==> config.mk <==
export PLATFORM = sky130hd
export DESIGN_NAME = mmio_uart_bridge
export DESIGN_NICKNAME = d
export VERILOG_FILES = /design/src/rtl/mmio_pkg.sv /design/src/rtl/mmio_chan_decode.sv /design/src/rtl/mmio_uart_bridge.sv
export SDC_FILE = /design/constraint.sdc
export NUM_CORES = 1
export LEC_CHECK = 0
export ABC_CLOCK_PERIOD_IN_PS = 5550
export CORE_ASPECT_RATIO = 1.1
export CORE_MARGIN = 5
export CORE_UTILIZATION = 40
export CTS_BUF_LIST = sky130_fd_sc_hd__clkbuf_2 sky130_fd_sc_hd__clkbuf_4 sky130_fd_sc_hd__clkbuf_8
export DETAILED_ROUTE_END_ITERATION = 7
export PLACE_DENSITY_LB_ADDON = 0.15
export SLEW_MARGIN = 20
export SYNTH_ARGS = -nofsm -noshare
export SYNTH_HDL_FRONTEND = slang
export SYNTH_HIERARCHICAL = 1
export SYNTH_SLANG_ARGS = --single-unit
==> constraint.sdc <==
create_clock -name i_clk -period 5.55 [get_ports i_clk]
set_clock_uncertainty 0.15 [all_clocks]
set_input_delay 1.11 -clock i_clk [delete_from_list [all_inputs] [get_ports i_clk]]
set_output_delay 1.11 -clock i_clk [all_outputs]
set_load 0.02 [all_outputs]
==> src/rtl/mmio_pkg.sv <==
// Shared definitions for the MMIO-to-UART bridge: register map, STATUS/CTRL bit
// positions, the RX-empty read value and the transaction FSM states.
package mmio_pkg;

    localparam logic [1:0] OFF_TX     = 2'd0;
    localparam logic [1:0] OFF_RX     = 2'd1;
    localparam logic [1:0] OFF_STATUS = 2'd2;
    localparam logic [1:0] OFF_CTRL   = 2'd3;

    localparam int STAT_RX_PRESENT = 0;
    localparam int STAT_TX_FULL    = 1;
    localparam int STAT_TX_EMPTY   = 2;

    localparam int CTRL_IE_RX = 0;
    localparam int CTRL_IE_TX = 1;

    // Bit 8 set means the RX read found no byte waiting
    localparam logic [8:0] RX_EMPTY_FLAG = 9'h100;

    typedef enum logic [2:0] {
        IDLE,
        TX_WAIT,
        RX_WAIT,
        RESP,
        HOLD
    } state_t;

    function automatic int chan_bits(input int n);
        return (n > 1) ? $clog2(n) : 1;
    endfunction

endpackage

==> src/rtl/mmio_chan_decode.sv <==
// Splits the low 16 address bits into a window hit flag, a channel index and a
// register offset within that channel's 4-byte slot.
module mmio_chan_decode
    import mmio_pkg::*;
#(
    parameter int          N_CH      = 2,
    parameter logic [15:0] BASE_ADDR = 16'hFF00,
    parameter int          CH_W      = chan_bits(N_CH)
) (
    input  logic [15:0]     addr,
    output logic            hit,
    output logic [CH_W-1:0] chan,
    output logic [1:0]      offset
);

    logic [16:0] rel;

    // A 17-bit difference keeps addresses below the base from wrapping into the window
    always_comb begin
        rel    = {1'b0, addr} - {1'b0, BASE_ADDR};
        hit    = (addr >= BASE_ADDR) && (rel < 17'(4 * N_CH));
        chan   = rel[CH_W+1:2];
        offset = rel[1:0];
    end

endmodule

==> src/rtl/mmio_uart_bridge.sv <==
// Bridges a held-request MMIO bus onto N_CH UART TX/RX handshakes, with per-channel
// STATUS/CTRL registers, a handshake timeout and a registered interrupt.
module mmio_uart_bridge
    import mmio_pkg::*;
#(
    parameter int          N_CH          = 2,
    parameter int          DATA_WIDTH    = 32,
    parameter int          TX_FIFO_DEPTH = 4,
    parameter logic [15:0] BASE_ADDR     = 16'hFF00,
    parameter int          TIMEOUT       = 255
) (
    input  logic                              i_clk,
    input  logic                              i_rst,
    input  logic [31:0]                       i_mmio_addr,
    input  logic [DATA_WIDTH-1:0]             i_mmio_data,
    input  logic                              i_mmio_wr_valid,
    output logic                              o_mmio_wr_ready,
    input  logic                              i_mmio_rd_ready,
    output logic                              o_mmio_rd_valid,
    output logic [DATA_WIDTH-1:0]             o_mmio_data,
    output logic [N_CH*8-1:0]                 o_uart_data,
    output logic [N_CH-1:0]                   o_uart_wr_valid,
    input  logic [N_CH-1:0]                   i_uart_wr_ready,
    input  logic [N_CH*(TX_FIFO_DEPTH+1)-1:0] i_uart_tx_free,
    input  logic [N_CH-1:0]                   i_uart_rx_present,
    input  logic [N_CH*8-1:0]                 i_uart_data,
    input  logic [N_CH-1:0]                   i_uart_rd_valid,
    output logic [N_CH-1:0]                   o_uart_rd_ready,
    output logic                              o_irq,
    output logic                              o_bad_addr
);

    localparam int                CH_W           = chan_bits(N_CH);
    localparam int                FW             = TX_FIFO_DEPTH + 1;
    localparam int                LANE_W         = N_CH * 8;
    localparam int                CNT_W          = $clog2(TIMEOUT + 1);
    localparam logic [FW-1:0]     TX_EMPTY_LEVEL = FW'(2 ** TX_FIFO_DEPTH);
    localparam logic [CNT_W-1:0]  CNT_LAST       = CNT_W'(TIMEOUT - 1);

    state_t                state;
    logic [CH_W-1:0]       lat_chan;
    logic [CNT_W-1:0]      wait_cnt;
    logic [N_CH-1:0]       ie_rx;
    logic [N_CH-1:0]       ie_tx;

    logic [FW-1:0]         tx_free [N_CH];
    logic [7:0]            rx_byte [N_CH];
    logic [N_CH-1:0]       tx_empty;
    logic [N_CH-1:0]       tx_full;

    logic                  hit;
    logic [CH_W-1:0]       dec_chan;
    logic [1:0]            dec_off;
    logic                  is_wr;
    logic                  mapped;
    logic [DATA_WIDTH-1:0] read_word;
    logic                  unused_wdata;

    assign unused_wdata = ^i_mmio_data[DATA_WIDTH-1:8];

    for (genvar c = 0; c < N_CH; c++) begin : g_chan
        assign tx_free[c]  = i_uart_tx_free[c*FW +: FW];
        assign rx_byte[c]  = i_uart_data[c*8 +: 8];
        assign tx_empty[c] = (tx_free[c] == TX_EMPTY_LEVEL);
        assign tx_full[c]  = (tx_free[c] == '0);
    end

    mmio_chan_decode #(
        .N_CH      (N_CH),
        .BASE_ADDR (BASE_ADDR),
        .CH_W      (CH_W)
    ) u_decode (
        .addr   (i_mmio_addr[15:0]),
        .hit    (hit),
        .chan   (dec_chan),
        .offset (dec_off)
    );

    assign is_wr = i_mmio_wr_valid;

    // Writes win over reads; RX/STATUS are read-only and TX reads need a clean upper half
    always_comb begin
        mapped = hit;
        if (is_wr && (dec_off == OFF_RX || dec_off == OFF_STATUS)) begin
            mapped = 1'b0;
        end
        if (!is_wr && dec_off == OFF_TX && i_mmio_addr[31:16] != '0) begin
            mapped = 1'b0;
        end
    end

    always_comb begin
        read_word = '0;
        case (dec_off)
            OFF_TX:     read_word = DATA_WIDTH'(tx_free[dec_chan]);
            OFF_RX:     read_word = DATA_WIDTH'(RX_EMPTY_FLAG);
            OFF_STATUS: begin
                read_word[STAT_RX_PRESENT] = i_uart_rx_present[dec_chan];
                read_word[STAT_TX_FULL]    = tx_full[dec_chan];
                read_word[STAT_TX_EMPTY]   = tx_empty[dec_chan];
            end
            default: begin
                read_word[CTRL_IE_RX] = ie_rx[dec_chan];
                read_word[CTRL_IE_TX] = ie_tx[dec_chan];
            end
        endcase
    end

    always_ff @(posedge i_clk or negedge i_rst) begin
        if (!i_rst) begin
            state           <= IDLE;
            lat_chan        <= '0;
            wait_cnt        <= '0;
            ie_rx           <= '0;
            ie_tx           <= '0;
            o_mmio_wr_ready <= 1'b0;
            o_mmio_rd_valid <= 1'b0;
            o_mmio_data     <= '0;
            o_bad_addr      <= 1'b0;
            o_uart_data     <= '0;
            o_uart_wr_valid <= '0;
            o_uart_rd_ready <= '0;
        end else begin
            case (state)
                IDLE: begin
                    if (i_mmio_wr_valid || i_mmio_rd_ready) begin
                        lat_chan <= dec_chan;
                        wait_cnt <= '0;
                        state    <= RESP;
                        if (!mapped) begin
                            o_bad_addr      <= 1'b1;
                            o_mmio_wr_ready <= is_wr;
                            o_mmio_rd_valid <= !is_wr;
                        end else if (is_wr && dec_off == OFF_TX) begin
                            o_uart_wr_valid <= N_CH'(1) << dec_chan;
                            o_uart_data     <= LANE_W'(i_mmio_data[7:0]) << (8 * dec_chan);
                            state           <= TX_WAIT;
                        end else if (is_wr) begin
                            ie_rx[dec_chan] <= i_mmio_data[CTRL_IE_RX];
                            ie_tx[dec_chan] <= i_mmio_data[CTRL_IE_TX];
                            o_mmio_wr_ready <= 1'b1;
                        end else if (dec_off == OFF_RX && i_uart_rx_present[dec_chan]) begin
                            o_uart_rd_ready <= N_CH'(1) << dec_chan;
                            state           <= RX_WAIT;
                        end else begin
                            o_mmio_data     <= read_word;
                            o_mmio_rd_valid <= 1'b1;
                        end
                    end
                end
                TX_WAIT: begin
                    if ((i_uart_wr_ready & o_uart_wr_valid) != '0) begin
                        o_uart_wr_valid <= '0;
                        o_uart_data     <= '0;
                        o_mmio_wr_ready <= 1'b1;
                        state           <= RESP;
                    end else if (wait_cnt == CNT_LAST) begin
                        o_uart_wr_valid <= '0;
                        o_uart_data     <= '0;
                        o_mmio_wr_ready <= 1'b1;
                        o_bad_addr      <= 1'b1;
                        state           <= RESP;
                    end else begin
                        wait_cnt <= wait_cnt + 1'b1;
                    end
                end
                RX_WAIT: begin
                    if ((i_uart_rd_valid & o_uart_rd_ready) != '0) begin
                        o_uart_rd_ready <= '0;
                        o_mmio_data     <= DATA_WIDTH'(rx_byte[lat_chan]);
                        o_mmio_rd_valid <= 1'b1;
                        state           <= RESP;
                    end else if (wait_cnt == CNT_LAST) begin
                        o_uart_rd_ready <= '0;
                        o_mmio_rd_valid <= 1'b1;
                        o_bad_addr      <= 1'b1;
                        state           <= RESP;
                    end else begin
                        wait_cnt <= wait_cnt + 1'b1;
                    end
                end
                RESP: begin
                    o_mmio_wr_ready <= 1'b0;
                    o_mmio_rd_valid <= 1'b0;
                    o_mmio_data     <= '0;
                    o_bad_addr      <= 1'b0;
                    wait_cnt        <= '0;
                    state           <= HOLD;
                end
                HOLD: begin
                    if (!i_mmio_wr_valid && !i_mmio_rd_ready) begin
                        state <= IDLE;
                    end
                end
                default: state <= IDLE;
            endcase
        end
    end

    always_ff @(posedge i_clk or negedge i_rst) begin
        if (!i_rst) begin
            o_irq <= 1'b0;
        end else begin
            o_irq <= |((ie_rx & i_uart_rx_present) | (ie_tx & tx_empty));
        end
    end

endmodule

==> flow_metrics.tcl <==
set metrics [dict create \
    arrival_ns 3.99 \
    hold_slack_ns 0.339 \
    cts_tree "built" \
    fin_nets 518 \
    synth_cell_types 61 \
    start_util_pct 41.5 \
    die_h_um 103 \
    worst_skew_pair.late_latency_ns 0.31 \
    post-dp-hpwl_mm 6.26 \
    synth_edf_count 0 \
    synth_top_cell_area_share_pct 39.1 \
    firstDrtPassIters 4 \
    wl_mm 8.07 \
    switchingPower_uw 544 \
    syn_area_mm2 0.00313 \
    area.growth.synth_to_final_pct 36.3 \
    yosysWarnings 6 \
    setup_tns_ns 0 \
    wl_met3_um 542 \
    outcome "complete, no violations" \
    fin_area_mm2 0.00427 \
    crit_required_ns 5.60 \
    clockPowerShare_pct 18.4 \
    grt_pass1_wl_mm 12.8 \
    seqPwrFrac_pct 36.6 \
    fin_crit_ns 3.94 \
    die_w_um 94.4 \
    antenna_found_initial 0 \
    rsz0062_at_grt "no" \
    power.total_mw 1.41 \
    grt_usage_pct 16.5 \
    placed_cells 508 \
    swShare_pct 38.5 \
    hold_depth 2 \
    antenna_cells 0 \
    async_flop_share_pct 100 \
    highest_layer "met4" \
    synth.largest_area_cell "dfrtp_1" \
    leakage_nw 1.80 \
    cts_root_buffer "clkbuf_8" \
    powerDensity_mw_per_mm2 331 \
    synth.area.top_cells "dfrtp_1, buf_4, a22o_1" \
    fin_crit_sh_pct 71.0 \
    grt_max_degree 50 \
    drive_above_1_share_pct 9.49 \
    comb_power_share_pct 45.0 \
    coreArea_mm2 0.00756 \
    path_clk_slew_ns 0.09 \
    clock_sinks 49 \
    end_kind "register" \
    gp_congestion 0.819 \
    setup_violations 0 \
    ff2ff_path_depth 5 \
    io_pins 156 \
    critPathLaunchType "input port" \
    postCtsSetupBuffers 0 \
    slew_viol_final 0 \
    hold_viol_final 0 \
    hold_buffers 0 \
    fin_cells 516 \
    vias_per_cell 5.18 \
    p_int_uw 870 \
    vias 2671 \
    fp.dieArea_mm2 0.00971 \
    yosys_most_used_dff "dfrtp_1" \
    wl_met1_mm 3.53 \
    yosysSeqAreaShare_pct 39.1 \
    grt_pass1_vias 2568 \
    postRouteAntennaNets 0 \
    ys_ff_latch 49 \
    post_cts_resize_count 0 \
    ir_worst_vdd_mv 0.150 \
    drtIter0Drc 129 \
    clock_path_buffers 2 \
    port_buffers 108 \
    max_freq_ghz 0.254 \
    netlist_instances 315 \
    grt_overflow 0 \
    wl_per_cell_um 15.6 \
    drv_cap 0 \
    cts_buffers 5 \
    hp-class "register to register" \
    num_rows 33 \
    htreeDepth 2 \
    path_class "input port to register" \
    wl_met2_mm 3.91 \
    dpl_cell_area_mm2 0.00416 \
    worstMarginPinSlew_ns 0.786 \
    drc 0 \
    crit_fanout 7 \
    syn_area_per_cell_um2 9.95 \
    slew_headroom_pct 47.4 \
]
[worst max-delay path, cell delays in order]
cell and delay, ns:
clkdlybuf4s50_1 0.42, ha_1 0.30, nand4bb_1 0.19, nor4_2 0.63, nor2b_1 0.29, nand3_1 0.23, nor3b_1 0.43, mux2_2 0.38
[sequential cells by signal, indices dropped and copies added (netlist names)]
register / cells
o_mmio_rd_valid: 1
o_uart_rd_ready: 2
o_mmio_data: 9
o_irq: 1
lat_chan: 1
state: 3
wait_cnt: 8
ie_rx: 2
o_bad_addr: 1
o_uart_wr_valid: 2
o_mmio_wr_ready: 1
o_uart_data: 16
ie_tx: 2
[power by group through the flow]
stage          combinational (mW)  sequential (mW)  clock (mW)
2_1_floorplan               0.420            0.529           0
3_3_place_gp                0.634            0.520           0
3_5_place_dp                0.638            0.524           0
4_1_cts                     0.643            0.517       0.267
5_1_grt                     0.698            0.533       0.277
6_report                    0.636            0.518       0.260
[metal layers]
metal / up-vias / GRT usage, %
li1: 1312 / -
met1: 1276 / 21.8
met2: 76 / 27.4
met3: 7 / 3.94
met4: 0 / 4.33
met5: - / 0
[kinds of logic after synthesis]
group	count (synthesis)	synth area share, %
compound gates	83	21.5
simple gates	97	17.2
flops	49	39.1
buf+inv	49	9.42
other cells	1	0.120
fa+ha+maj	8	3.19
mux	28	9.46
[Yosys cell counts (all sizes together) (2+ instances only)]
library cell,n
nor2b,3
nand4b,3
nand3,8
o21a,3
a22oi,4
or3,4
and2,3
nor3,8
buf,33
inv,7
nor3b,2
nor4,4
a21o,3
a21oi,10
o21ai,14
mux2i,15
dfrtp,49
a41oi,3
clkbuf,9
and3,2
nand2b,5
or4,5
o211ai,2
o31ai,5
ha,8
nand2,21
or2,3
a221oi,3
o22ai,3
nand4,2
nor2,20
mux2,13
a22o,19
a211oi,3
o41ai,2
[layout make-up]
class,count,area [µm²]
Clock inverter,3,46.3
Timing Repair Buffer,108,1080
Tap cell,105,131
Fill cell,680,3280
Inverter,7,26.3
Clock buffer,5,68.8
Multi-Input combinational cell,239,1700
Sequential cell,49,1230
[placed cells by master (no fill, tap or decap), types with 4 or more instances in the layout]
master             n
nand2_1           21
nor2_1            20
o21ai_0           14
mux2i_1           15
dfrtp_1           49
conb_1            23
a21oi_1           10
nand2b_1           5
a22o_1            19
clkdlybuf4s50_1  107
mux2_2            13
or3_1              4
nor3_1             7
ha_1               8
nand3_1            8
clkbuf_8           5
inv_1              7
[through the flow]
step | utilization [%] | setup WS [ns]
2_1_floorplan | - | 2.11
5_1_grt | 56.5 | 1.38
6_report | 56.5 | 1.61
3_3_place_gp | 55.0 | 1.29
3_5_place_dp | 55.0 | 1.33
4_1_cts | 56.5 | 1.63
[path summary, 6_finish.rpt]
path / start / end / slack [ns]
max in group asynchronous: i_rst / ie_tx[1]$_DFFE_PN0P_ / 4.18
min: o_mmio_data[8]$_DFFE_PN0P_ / o_mmio_data[8]$_DFFE_PN0P_ / 0.34
min reg2reg: o_mmio_data[8]$_DFFE_PN0P_ / o_mmio_data[8]$_DFFE_PN0P_ / 0.34
max: i_mmio_addr[8] / ie_rx[1]$_DFFE_PN0P_ / 1.61
max reg2reg: state[0]$_DFFE_PN0P_ / wait_cnt[5]$_DFFE_PN0P_ / 2.83
min in group asynchronous: i_rst / wait_cnt[5]$_DFFE_PN0P_ / 0.65
No activity file was read; power rests on OpenSTA's default activity.
==> RTL edit (same flow settings) <==
The 5 states of `state_t` get a Gray code encoding in 3 bits.
--- a/src/rtl/mmio_pkg.sv
+++ b/src/rtl/mmio_pkg.sv
@@ -19,9 +19,9 @@
 
     typedef enum logic [2:0] {
-        IDLE,
-        TX_WAIT,
-        RX_WAIT,
-        RESP,
-        HOLD
+        IDLE    = 3'b000,
+        TX_WAIT = 3'b001,
+        RX_WAIT = 3'b011,
+        RESP    = 3'b010,
+        HOLD    = 3'b110
     } state_t;
 
Check against the original RTL: same outputs for any inputs over 4 cycles, from zero or initial values and one cycle with i_rst low; so few cycles prove little.
==> RTL edit against the unedited design <==
- cell area decreased by 2.8%
- cell count decreased by 5.2%
- worst hold slack improved by 12 ps
- area after synthesis decreased by 3.6%
- total power decreased by 21%
- critical path depth unchanged
- routed wire length increased by 1.0%
- setup slack improved by 220 ps
- sequential cell count unchanged
- global-route usage increased by 0.81 points
- first-iteration DRC count unchanged
- critical path type unchanged
- largest power group is now sequential cells
- highest routed layer unchanged
==> RTL edit: results <==
export IMPL_nets=509
export IMPL_fin_crit_sh=0.670
export IMPL_top_layer="met4"
export IMPL_synthTopCellsByArea="dfrtp_1 (41%), mux2_2 (6.7%), buf_4 (6.5%)"
export IMPL_yosysSeqAreaShare=0.406
export IMPL_cts_path_max_buffers=2
export IMPL_setup_violations=0
export IMPL_synth_commonest_cells="dfrtp_1 (49), buf_4 (26), nor2_1 (21)"
export IMPL_place_ws_ps=1520
export IMPL_slowest_delay_ps=640
export IMPL_r2r_cells=4
export IMPL_cts_root_buf="clkbuf_8"
export IMPL_met3_length_um=669
export IMPL_clkLatencyLatePin_ps=310
export IMPL_finalMaxSlewViolations=0
export IMPL_ff2ff_setup_slack_ps=2880
export IMPL_grt_max_degree=50
export IMPL_grt_util_all_layers=0.173
export IMPL_wl_met2_mm=3.89
export IMPL_slowest_stage="nor2_1"
export IMPL_grt_pass1_wl_mm=13.0
export IMPL_dp_hpwl_mm=6.34
export IMPL_antenna_found_initial=0
export IMPL_routabilityCongestion=0.814
export IMPL_total_leakage_power_nw=1.86
export IMPL_worst_ep_arrival_time_ps=3820
export IMPL_viasPerCell=5.38
export IMPL_status="finished clean"
export IMPL_layout_drive_gt1_share=0.0970
export IMPL_diodes=0
export IMPL_path_max_fanout=9
export IMPL_ir_drop_mv=0.128
export IMPL_nFillCells=694
export IMPL_crit_path_end="o_uart_data[10]"
export IMPL_drt_wl_total_mm=8.15
export IMPL_met1Wirelength_mm=3.51
export IMPL_synthArstFlopShare=1.00
export IMPL_worst_pin_slew_ps=773
export IMPL_synth_cell_types=50
export IMPL_first_global_vias=2632
export IMPL_r2r_end="o_uart_data[10]"
## RTL edit: layout make-up
| class | count | share of cell area |
|---|---|---|
| Multi-Input combinational cell | 227 | 0.388 |
| Tap cell | 87 | 0.0262 |
| Inverter | 9 | 0.00813 |
| Sequential cell | 49 | 0.295 |
| Timing Repair Buffer | 109 | 0.261 |
| Clock inverter | 3 | 0.00512 |
| Clock buffer | 5 | 0.0166 |
## RTL edit: metal layers
layer | track usage | vias to the layer above
li1 | - | 1265
met2 | 0.290 | 103
met1 | 0.220 | 1255
met3 | 0.0542 | 8
met4 | 0.0428 | 0
met5 | 0 | -
## RTL edit: report_power, final
part           total (mW)  internal, mW  switching [mW]
clock network       0.216        0.0896           0.126
registers           0.456         0.401          0.0549
logic               0.443         0.220           0.224
total                1.12         0.711           0.405
## RTL edit: how the worst min path moves through the flow
stage	start	end	slack, ps	cells after the start
after floorplan	wait_cnt[0]	wait_cnt[0]	330	1
after global placement	o_uart_data[11]	o_uart_data[11]	330	1
after detailed placement	o_bad_addr	o_bad_addr	330	1
after CTS	o_uart_data[9]	o_uart_data[9]	360	1
after global routing	o_uart_data[9]	o_uart_data[9]	380	1
final	o_bad_addr	o_bad_addr	350	1
## RTL edit: per-stage QoR
step	instance area, µm²	utilization	std cells	power (mW)	hold slack, ps
final	4150	0.559	489	1.12	350
after global routing	4150	0.559	489	1.19	375
after floorplan	3100	-	322	0.736	330
after detailed placement	4060	0.546	481	0.907	331
after global placement	4060	0.546	481	0.900	335
after CTS	4150	0.558	489	1.12	361
## RTL edit: cell families (layout without fill, tap and decap cells)
family,Yosys count,after routing,share of synthesized area
AOI/OAI and AO/OA,71,71,0.187
adders and majority gates,8,8,0.0331
buffers and inverters,46,126,0.0903
DFF,49,49,0.406
muxes,35,35,0.123
other,1,23,0.00124
and+or+nand+nor,90,90,0.159
